--- src/rtl/ps2_key_ctrl.sv ---
// Pops PS/2 scan-code bytes from the keyboard FIFO, strips E0/F0 prefixes,
// tracks the held key, counts distinct presses and pulses code_vld per event.
module ps2_key_ctrl #(
   parameter int         CNT_W      = 8,
   parameter logic [7:0] BREAK_CODE = 8'hF0,
   parameter logic [7:0] EXT_CODE   = 8'hE0
) (
   input  logic             clk,
   input  logic             clrn,
   input  logic             ready,
   input  logic [7:0]       data,
   input  logic             overflow,
   input  logic             clr,
   output logic             nextdata_n,
   output logic [7:0]       scan_code,
   output logic             key_ext,
   output logic             key_down,
   output logic             code_vld,
   output logic [CNT_W-1:0] press_cnt,
   output logic             ovf_sticky,
   output logic [1:0]       dbg_state
);

   // Handshake: a byte is taken when ready=1 in S_IDLE; nextdata_n is then
   // held low for exactly the S_ACK cycle, and S_GAP lets ready/data settle.
   typedef enum logic [1:0] {
      S_IDLE = 2'd0,
      S_ACK  = 2'd1,
      S_GAP  = 2'd2
   } state_t;

   state_t             state_q;
   logic [7:0]         rx_q;
   logic               ext_pend_q;
   logic               brk_pend_q;
   logic [7:0]         scan_code_q;
   logic               key_ext_q;
   logic               key_down_q;
   logic               code_vld_q;
   logic               nextdata_n_q;
   logic [CNT_W-1:0]   press_cnt_q;
   logic [CNT_W-1:0]   press_cnt_d;
   logic               ovf_sticky_q;
   logic               ovf_sticky_d;

   logic               is_ext;
   logic               is_brk;
   logic               held_match;
   logic               make_evt;
   logic               brk_evt;

   always_comb begin
      is_ext     = (rx_q == EXT_CODE);
      is_brk     = (rx_q == BREAK_CODE);
      held_match = key_down_q && ({ext_pend_q, rx_q} == {key_ext_q, scan_code_q});
      make_evt   = (state_q == S_GAP) && !is_ext && !is_brk && !brk_pend_q && !held_match;
      brk_evt    = (state_q == S_GAP) && !is_ext && !is_brk &&  brk_pend_q &&  held_match;
   end

   // Soft clear wins over a same-cycle press or overflow.
   always_comb begin
      press_cnt_d  = press_cnt_q;
      ovf_sticky_d = ovf_sticky_q | overflow;
      if (make_evt) begin
         press_cnt_d = press_cnt_q + 1'b1;
      end
      if (clr) begin
         press_cnt_d  = '0;
         ovf_sticky_d = 1'b0;
      end
   end

   always_ff @(posedge clk or negedge clrn) begin
      if (!clrn) begin
         state_q      <= S_IDLE;
         rx_q         <= 8'h00;
         ext_pend_q   <= 1'b0;
         brk_pend_q   <= 1'b0;
         scan_code_q  <= 8'h00;
         key_ext_q    <= 1'b0;
         key_down_q   <= 1'b0;
         code_vld_q   <= 1'b0;
         nextdata_n_q <= 1'b1;
         press_cnt_q  <= '0;
         ovf_sticky_q <= 1'b0;
      end else begin
         code_vld_q   <= 1'b0;
         press_cnt_q  <= press_cnt_d;
         ovf_sticky_q <= ovf_sticky_d;
         case (state_q)
            S_IDLE: begin
               nextdata_n_q <= 1'b1;
               if (ready) begin
                  rx_q         <= data;
                  nextdata_n_q <= 1'b0;
                  state_q      <= S_ACK;
               end
            end
            S_ACK: begin
               nextdata_n_q <= 1'b1;
               state_q      <= S_GAP;
            end
            S_GAP: begin
               nextdata_n_q <= 1'b1;
               state_q      <= S_IDLE;
               if (is_ext) begin
                  ext_pend_q <= 1'b1;
               end else if (is_brk) begin
                  brk_pend_q <= 1'b1;
               end else begin
                  ext_pend_q <= 1'b0;
                  brk_pend_q <= 1'b0;
                  if (make_evt) begin
                     scan_code_q <= rx_q;
                     key_ext_q   <= ext_pend_q;
                     key_down_q  <= 1'b1;
                     code_vld_q  <= 1'b1;
                  end else if (brk_evt) begin
                     key_down_q  <= 1'b0;
                     code_vld_q  <= 1'b1;
                  end
               end
            end
            default: begin
               nextdata_n_q <= 1'b1;
               state_q      <= S_IDLE;
            end
         endcase
      end
   end

   assign nextdata_n = nextdata_n_q;
   assign scan_code  = scan_code_q;
   assign key_ext    = key_ext_q;
   assign key_down   = key_down_q;
   assign code_vld   = code_vld_q;
   assign press_cnt  = press_cnt_q;
   assign ovf_sticky = ovf_sticky_q;
   assign dbg_state  = state_q;

endmodule

--- config.mk ---
export PLATFORM = sky130hd
export DESIGN_NAME = ps2_key_ctrl
export DESIGN_NICKNAME = d
export VERILOG_FILES = /design/src/rtl/ps2_key_ctrl.sv
export SDC_FILE = /design/constraint.sdc
export NUM_CORES = 1
export LEC_CHECK = 0
export CAP_MARGIN = 20
export CORE_UTILIZATION = 45
export CTS_CLUSTER_DIAMETER = 50
export DETAILED_ROUTE_END_ITERATION = 16
export PLACE_DENSITY = 0.72
export REMOVE_ABC_BUFFERS = 1
export SYNTH_ARGS = -nofsm -noshare
export SYNTH_HDL_FRONTEND = slang
export SYNTH_SLANG_ARGS = --single-unit
--- constraint.sdc ---
create_clock -name clk -period 2.2 [get_ports clk]
set_input_delay 0.33 -clock clk [delete_from_list [all_inputs] [get_ports clk]]
set_output_delay 0.33 -clock clk [all_outputs]
set_load 0.1 [all_outputs]
== After elaboration in Yosys (flattened, before gate mapping) ==
Index checks and enable logic that the tools add are counted.

* Mux-type cells: 17
* Bitwise gates (word level): 3
* Reductions and logical operators: 19
* Equal/unequal tests: 7
* Add/subtract/negate cells: 1

{| class="wikitable"
|+ Operators with widths
! kind !! count
|-
| $eq 8x8->1 const B || 2
|-
| $mux 8 || 2
|-
| $mux 1 || 13
|-
| $eq 9x9->1 || 1
|-
| $add 8x1->8 const B || 1
|-
| $reduce_and 4->1 || 2
|-
| $logic_and 1x1->1 || 7
|-
| $reduce_and 2->1 || 3
|-
| $logic_not 1->1 || 4
|-
| $ne 2x2->1 const B || 2
|-
| $pmux 2 s2 || 1
|-
| $reduce_bool 2->1 || 2
|-
| $eq 2x1->1 const B || 1
|-
| $eq 2x2->1 const B || 1
|-
| $logic_not 2->1 || 1
|-
| $mux 2 || 1
|-
| $not 1->1 || 2
|-
| $or 1x1->1 || 1
|}

* Output and inout bits: 23
* Input port bits: 13
* Word-level logic and storage cells: 58
* Register bits after elaboration: 33

== Longest topological paths before layout ==
Gate-level depths: netlist (run 1).

* Word-level depth: 11
* Depth in mapped cells: 6
* Depth with buffers taken out: 5

== Worst setup path after synthesis (run 1) ==
Ideal clock, no wire load.

* Kind: register to register
* From: register scan_code_q[5] (netlist: scan_code[5])
* To: register scan_code_q[5] (netlist: scan_code[5])
* Stages on the path, launching flop included: 6
* Slack: -0.146 ns
* Required time: 2.074 ns
* Buffers on the path: 1
* Clock period less this slack: 2.346 ns
* Arrival time: 2.220 ns
* Setup time: 0.126 ns
* Cells stage by stage: dfrtp_1 -> xnor2_1 -> nand4_1 -> o31ai_2 -> buf_2 -> mux2_2

* Cells in the longest elaborated chain, start to end: 5

{| class="wikitable"
|+ RTL lines
! what !! line !! text
|-
| from (decl) || 36 || <nowiki>logic [7:0] scan_code_q;</nowiki>
|-
| from (signal assigned) || 114 || <nowiki>scan_code_q <= rx_q;</nowiki>
|-
| $eq 9x9->1 || 55 || <nowiki>held_match = key_down_q && ({ext_pend_q, rx_q} == {key_ext_q, scan_code_q});</nowiki>
|-
| $logic_and 1x1->1 || 55 ||
|-
| $logic_not 1->1 || 56 || <nowiki>make_evt = (state_q == S_GAP) && !is_ext && !is_brk && !brk_pend_q && !held_match;</nowiki>
|-
| $logic_and 1x1->1 || 56 ||
|-
| $reduce_and 4->1 (no line) || -- ||
|}

Every way passes these cells.
A chain may end at the register's enable or synchronous reset.

== Final worst setup path (run 1) ==
* From: register rx_q[7]
* To: register press_cnt_q[7] (netlist: press_cnt[7])

* Cells in the longest elaborated chain, start to end: 7
* Elaborated cells between the ends (all ways): 12
* Those cells by class: 3 x eq/ne; 9 x reduce/logical

{| class="wikitable"
|+ RTL lines
! what !! line !! text
|-
| from (decl) || 33 || <nowiki>logic [7:0] rx_q;</nowiki>
|-
| from (signal assigned) || 94 || <nowiki>rx_q <= data;</nowiki>
|-
| $eq 8x8->1 || 53 || <nowiki>is_ext = (rx_q == EXT_CODE);</nowiki>
|-
| $logic_not 1->1 || 56 ||
|-
| $logic_and 1x1->1 (3 in series) || 56 ||
|-
| $logic_and 1x1->1 * || 56 ||
|-
| $reduce_bool 2->1 (no line) * || -- ||
|-
| to (signal assigned) || 88 || <nowiki>press_cnt_q <= press_cnt_d;</nowiki>
|-
| to (decl) || 41 || <nowiki>logic [CNT_W-1:0] press_cnt_q;</nowiki>
|}

Mark *: on every way between the ends. The rest lies on a longest branch, timed or not.

==> impl_metrics.csv, run 1 <==
group,metric,value,unit
outcome,status,"complete, no violations",
cells_and_area,diodes,0,
cts,cts_sinks,33,
yosys,async_flop_share,100,%
cts,cts_buffers,5,
pwr,seq_power_share,35.4,%
critical_path,arrival,2.17,ns
yosys,synth_edf_count,0,
cts,cts_tree,"built",
pwr,pwr-share-comb,51.7,%
global_routing,grt_pass1_wl,4330,um
global_routing,grt_pass1_vias,949,
run,drv_cap,0,
yosys,synth_common_cells,"dfrtp_1, mux2_2, xnor2_1",
detailed_routing,drc_errors,0,
pwr,ir_drop,0.884,mV
die,initial_core_util,47.7,%
pwr,totalPowerFinal,2600,uW
detailed_routing,wire_per_inst,13.3,um
sta,fmaxAchievable,0.521,GHz
cells_and_area,stdcell_area,0.00188,sq mm
die,io_pins,36,
critical_path,critPathRequiredTime,2.45,ns
sta,final_hold_viol_count,0,
sta,worst-slew-pin-transition,0.512,ns
detailed_routing,wl,2710,um
yosys,synth_area,0.00146,sq mm
die,die_w,58.9,um
detailed_routing,routed-via-count,1024,
critical_path,startpoint_type,"flop",
die,core,0.00305,sq mm
yosys,synth_most_common_cell,"dfrtp_1",
global_routing,antenna_found_initial,0,
cts,insertion_delay,0.32,ns
cts,cts_resized,0,
sta,period_share,87.3,%
die,fp.dieH,58.9,um
critical_path,slowest_delay,0.50,ns
detailed_routing,first_iter_violations,31,
pwr,p_sw_share,49.9,%
pwr,p_per_area,1390,mW/mm^2
cts,clk_path_buf_depth,2,
cts,cts_hold_buf,0,
cells_and_area,fin_nets,174,
placed_design,dpl.cell_count,197,
sta,max-slew-margin-rel,65.6,%
pwr,power_leakage,0.000812,uW
cts,cts_setup_buffers,0,
critical_path,critical_path_class,"flop to flop",
global_routing,grt_util_all_layers,17.5,%
cts,cts_htree_levels,2,
placed_design,hpwlAfterDp,1980,um
global_routing,grt_max_degree,34,
critical_path,worst-path-max-fanout,17,
yosys,ys_types,31,
worst_hold_path,hold_path.class,"input port to async pin",
yosys,synth_warnings,0,
die,fp.dieArea,0.00347,sq mm
detailed_routing,final_antenna_net_count,0,
critical_path,slowest_stage,"or4_1",
placed_design,port_buffers,35,
cells_and_area,fin_cells,204,
global_routing,gr-total-overflow,0,
pwr,clock_power_share,12.9,%
yosys,ys_top_cells_by_area,"dfrtp_1, mux2_2, xnor2_1",
die,rows,20,
pwr,p_int,1300,uW
sta,rsz0062_at_grt,"false",
placed_design,postPlaceCellArea,0.00182,sq mm
yosys,synth_top_cell_by_area,"dfrtp_1",
critical_path,cp_cell_sequence,"and4b_4 > a211oi_4 > o31ai_2 > buf_12 > or4_1 > a21oi_1",
sta,period_minus_slack,1.92,ns
yosys,synth-seq-cells,33,
sta,slew_violations,0,
cells_and_area,drive_above_1_share,33.8,%
cts,root_buffer,"clkbuf_4",
cts,path_clk_slew,0.10,ns
yosys,ys_seq_area_share,56.8,%
yosys,synthCells,118,
sta,setup_viol_count_final,0,
detailed_routing,dr.pass1.iters,4,
detailed_routing,via_per_inst,5.02,
yosys,ys_dominant_reg_cell,"dfrtp_1",
sta,finalClockSkew,0.00802,ns
yosys,avgSynthCellArea,12.3,sq um
pwr,p_switching,1300,uW
critical_path,endpoint_kind,"flop",
yosys,synth_top_area_share,55.0,%
placed_design,place_congestion,0.730,
cells_and_area,areaGrowthSynthToFinish,29.0,%
[worst paths after layout]
check	start	endpoint	depth (start not counted)	slack, ns
max in group asynchronous	clrn	nextdata_n$_DFF_PN1_	2	1.47
max	rx_q[7]$_DFFE_PN0P_	press_cnt[7]$_DFFE_PN0P_	6	0.28
min	clrn	rx_q[7]$_DFFE_PN0P_	2	0.40
max reg2reg	rx_q[7]$_DFFE_PN0P_	press_cnt[7]$_DFFE_PN0P_	6	0.28
min reg2reg	ovf_sticky$_DFF_PN0_	ovf_sticky$_DFF_PN0_	2	0.50
min in group clk	ovf_sticky$_DFF_PN0_	ovf_sticky$_DFF_PN0_	2	0.50
[logic make-up (layout without fill, tap and decap cells)]
kind of cell,after synthesis,after routing,share of synthesized area [%]
AOI/OAI and AO/OA,17,17,8.00
xor gates and xnor gates,11,11,6.62
adders and majority gates,1,1,0.860
buffers and inverters,7,49,2.41
DFF,33,33,56.8
muxes,18,18,13.8
and+or+nand+nor,31,31,11.4
[registers in the layout, indices dropped and copies added (netlist names)]
name	count
ext_pend_q	1
brk_pend_q	1
key_down	1
ovf_sticky	1
press_cnt	8
nextdata_n	1
scan_code	8
key_ext	1
dbg_state	2
code_vld	1
rx_q	8
[power groups by stage]
| stage | Combinational, uW | Sequential, uW | Clock [uW] |
|---|---|---|---|
| after floorplan | 337 | 1630 | 0 |
| after global placement | 1340 | 928 | 0 |
| after detailed placement | 1350 | 935 | 0 |
| after CTS | 1350 | 923 | 347 |
| after global routing | 1400 | 948 | 373 |
| final | 1340 | 921 | 336 |
[critical path: cells and delay by family (launching register included)]
| family | cells | cell delay (ns) |
|---|---|---|
| buffers and inverters | 1 | 0.17 |
| AND/OR/NAND/NOR | 2 | 0.74 |
| flip-flops | 1 | 0.43 |
| AO/OA/AOI/OAI | 3 | 0.50 |
[placed cells by master, fill, tap and decap left out, types with 2 or more instances in the layout]
| cell type | instances |
|---|---|
| o31ai_1 | 2 |
| nand4_1 | 2 |
| clkbuf_4 | 5 |
| nor3_1 | 2 |
| dfrtp_1 | 32 |
| buf_4 | 26 |
| or4_1 | 2 |
| or3_1 | 4 |
| nand2_1 | 4 |
| clkdlybuf4s50_1 | 12 |
| o21ai_0 | 4 |
| mux2_2 | 17 |
| nand3_1 | 3 |
| inv_1 | 3 |
| xnor2_1 | 10 |
| a21oi_1 | 7 |
| nor2_1 | 9 |
[final cells by class]
class | instances | area [sq um]
fillers | 266 | 1180
multi-input cells | 78 | 593
well taps | 44 | 55.1
repair buffers | 39 | 335
clock buffers | 7 | 55.1
inverters | 3 | 11.3
flip-flops and latches | 33 | 827
[layer usage]
metal  wire [um]  global-route usage [%]  vias up
met4          52                    7.82        0
met1        1290                    24.7      493
li1            -                       -      499
met3         114                    6.15        8
met5           0                       0        -
met2        1260                    24.2       24
[through the flow]
| step | setup TNS, ns | worst slack (ns) | hold slack, ns | util (%) |
|---|---|---|---|---|
| after floorplan | -8.81 | -0.579 | 0.0344 | - |
| after global placement | 0 | 0.353 | 0.481 | 59.7 |
| after detailed placement | 0 | 0.309 | 0.496 | 59.7 |
| after CTS | 0 | 0.279 | 0.415 | 61.5 |
| after global routing | 0 | 0.216 | 0.422 | 61.5 |
| final | 0 | 0.279 | 0.404 | 61.5 |
Power figures use the tool's default switching activity.
==> inputs of run 2 (changes only) <==
--- a/config.mk
+++ b/config.mk
@@ -9,6 +9,7 @@
 export CORE_UTILIZATION = 45
 export CTS_CLUSTER_DIAMETER = 50
 export DETAILED_ROUTE_END_ITERATION = 16
+export GPL_TIMING_DRIVEN = 1
 export PLACE_DENSITY = 0.72
 export REMOVE_ABC_BUFFERS = 1
 export SYNTH_ARGS = -nofsm -noshare
==> results of run 2 <==
The final DEF is identical to that of run 1; final timing and power are the same.
==> inputs of run 3 (changes only) <==
--- a/config.mk
+++ b/config.mk
@@ -11,7 +11,7 @@
 export DETAILED_ROUTE_END_ITERATION = 16
 export GPL_TIMING_DRIVEN = 1
 export PLACE_DENSITY = 0.72
-export REMOVE_ABC_BUFFERS = 1
+export SLEW_MARGIN = 25
 export SYNTH_ARGS = -nofsm -noshare
 export SYNTH_HDL_FRONTEND = slang
 export SYNTH_SLANG_ARGS = --single-unit
==> impl_metrics.csv, run 3 (synthesis gave the netlist of run 1 again) <==
group,metric,value,unit
outcome,status,"complete, no violations",
global_routing,gr-total-overflow,0,
detailed_routing,wire_per_inst,13.5,um
critical_path,critPathLaunch,"rx_q[5]$_DFFE_PN0P_",
cts,cts_htree_levels,2,
placed_design,dpl.cell_count,198,
cells_and_area,fin_cells,206,
critical_path,arrival,2.15,ns
global_routing,grt_pass1_wl,4660,um
pwr,power_leakage,0.000794,uW
worst_hold_path,hold_path.class,"input port to async pin",
die,initial_core_util,47.7,%
cells_and_area,stdcell_area,0.00188,sq mm
sta,rsz0062_at_grt,"false",
pwr,pwr-share-comb,51.8,%
cts,cts_buffers,5,
sta,setup_viol_count_final,0,
pwr,p_int,1290,uW
cts,cts_setup_buffers,0,
placed_design,place_congestion,0.785,
pwr,p_switching,1310,uW
cts,cts_hold_buf,0,
die,die_w,58.9,um
critical_path,worst-path-max-fanout,15,
detailed_routing,final_antenna_net_count,0,
cells_and_area,drive_above_1_share,40.1,%
cells_and_area,areaGrowthSynthToFinish,29.3,%
placed_design,postPlaceCellArea,0.00183,sq mm
sta,final_hold_viol_count,0,
cts,cts_resized,0,
yosys,syn_nets,132,
critical_path,critPathRequiredTime,2.42,ns
detailed_routing,routed-via-count,1040,
global_routing,grt_max_degree,34,
cells_and_area,diodes,0,
pwr,p_per_area,1390,mW/mm^2
pwr,seq_power_share,36.0,%
cells_and_area,final_common_cell,"buf_4",
sta,fmaxAchievable,0.517,GHz
critical_path,critical_path_class,"flop to flop",
sta,period_share,87.9,%
critical_path,startpoint_type,"flop",
detailed_routing,dr.pass1.iters,4,
sta,max-slew-margin-rel,65.3,%
cts,insertion_delay,0.33,ns
die,core,0.00305,sq mm
cts,path_clk_slew,0.09,ns
detailed_routing,drc_errors,0,
cells_and_area,final_cell_mix,"buf_4, dfrtp_1, mux2_2",
detailed_routing,first_iter_violations,29,
global_routing,antenna_found_initial,0,
critical_path,worst_r2r_startpoint,"rx_q[5]$_DFFE_PN0P_",
sta,fin_setup_tns,0,ns
sta,finalClockSkew,0.00555,ns
sta,worst-slew-pin-transition,0.517,ns
critical_path,endpoint_kind,"flop",
placed_design,hpwlAfterDp,2060,um
global_routing,grt_pass1_vias,1046,
die,rows,20,
pwr,ir_drop,0.787,mV
detailed_routing,via_per_inst,5.05,
cts,cts_tree,"built",
pwr,p_sw_share,50.4,%
cells_and_area,fin_nets,175,
cts,cts_sinks,33,
pwr,clock_power_share,12.2,%
run,drv_cap,0,
cts,clk_path_buf_depth,2,
global_routing,grt_util_all_layers,18.9,%
sta,period_minus_slack,1.93,ns
die,io_pins,36,
sta,hold_slack,0.388,ns
cts,root_buffer,"clkbuf_4",
sta,slew_violations,0,
detailed_routing,wl,2770,um
placed_design,port_buffers,35,
die,fp.dieArea,0.00347,sq mm
die,fp.dieH,58.9,um
==> run 3: stage by stage <==
stage | util [%] | worst slack (ns) | power (uW)
global route | 61.6 | 0.184 | 2730
detailed placement | 59.9 | 0.318 | 2310
CTS | 61.6 | 0.294 | 2630
floorplan | - | 0.0704 | 2000
global placement | 59.9 | 0.379 | 2280
finish | 61.6 | 0.266 | 2610
==> run 3: power groups by stage <==
stage                     combinational, uW  sequential (uW)  clock (uW)
after floorplan                         346             1650           0
after global placement                 1340              946           0
after detailed placement               1350              955           0
after CTS                              1360              944         334
after global routing                   1400              964         361
final                                  1350              939         318
==> run 3: critical path, cell delays in order, from the launching register on <==
cell	delay [ns]
dfrtp_1	0.43
xnor2_1	0.25
nand4_1	0.18
o31ai_2	0.33
buf_4	0.27
mux2_2	0.36
==> run 3: worst paths after layout <==
check | endpoint | slack (ns) | depth (start not counted)
min in group clk | dbg_state[1]$_DFFE_PN0P_ | 0.48 | 1
max in group asynchronous | nextdata_n$_DFF_PN1_ | 1.48 | 2
hold / removal | press_cnt[3]$_DFFE_PN0P_ | 0.39 | 2
hold reg to reg | dbg_state[1]$_DFFE_PN0P_ | 0.48 | 1
setup reg to reg | scan_code[6]$_DFFE_PN0P_ | 0.27 | 5
setup / recovery | scan_code[6]$_DFFE_PN0P_ | 0.27 | 5
==> run 3: layout make-up <==
type | instances | area, sq um
inverter | 3 | 11.3
fill | 271 | 1170
clock inverter | 1 | 7.51
sequential | 33 | 840
tap | 44 | 55.1
multi-input combinational | 78 | 593
timing repair buffer | 40 | 330
clock buffer | 7 | 45.0
==> run 3: per-layer routing <==
layer / wire length (um) / track usage [%]
met1: 1190 / 21.9
met3: 161 / 6.15
met4: 75 / 10.5
met5: 0 / 0
met2: 1350 / 30.8
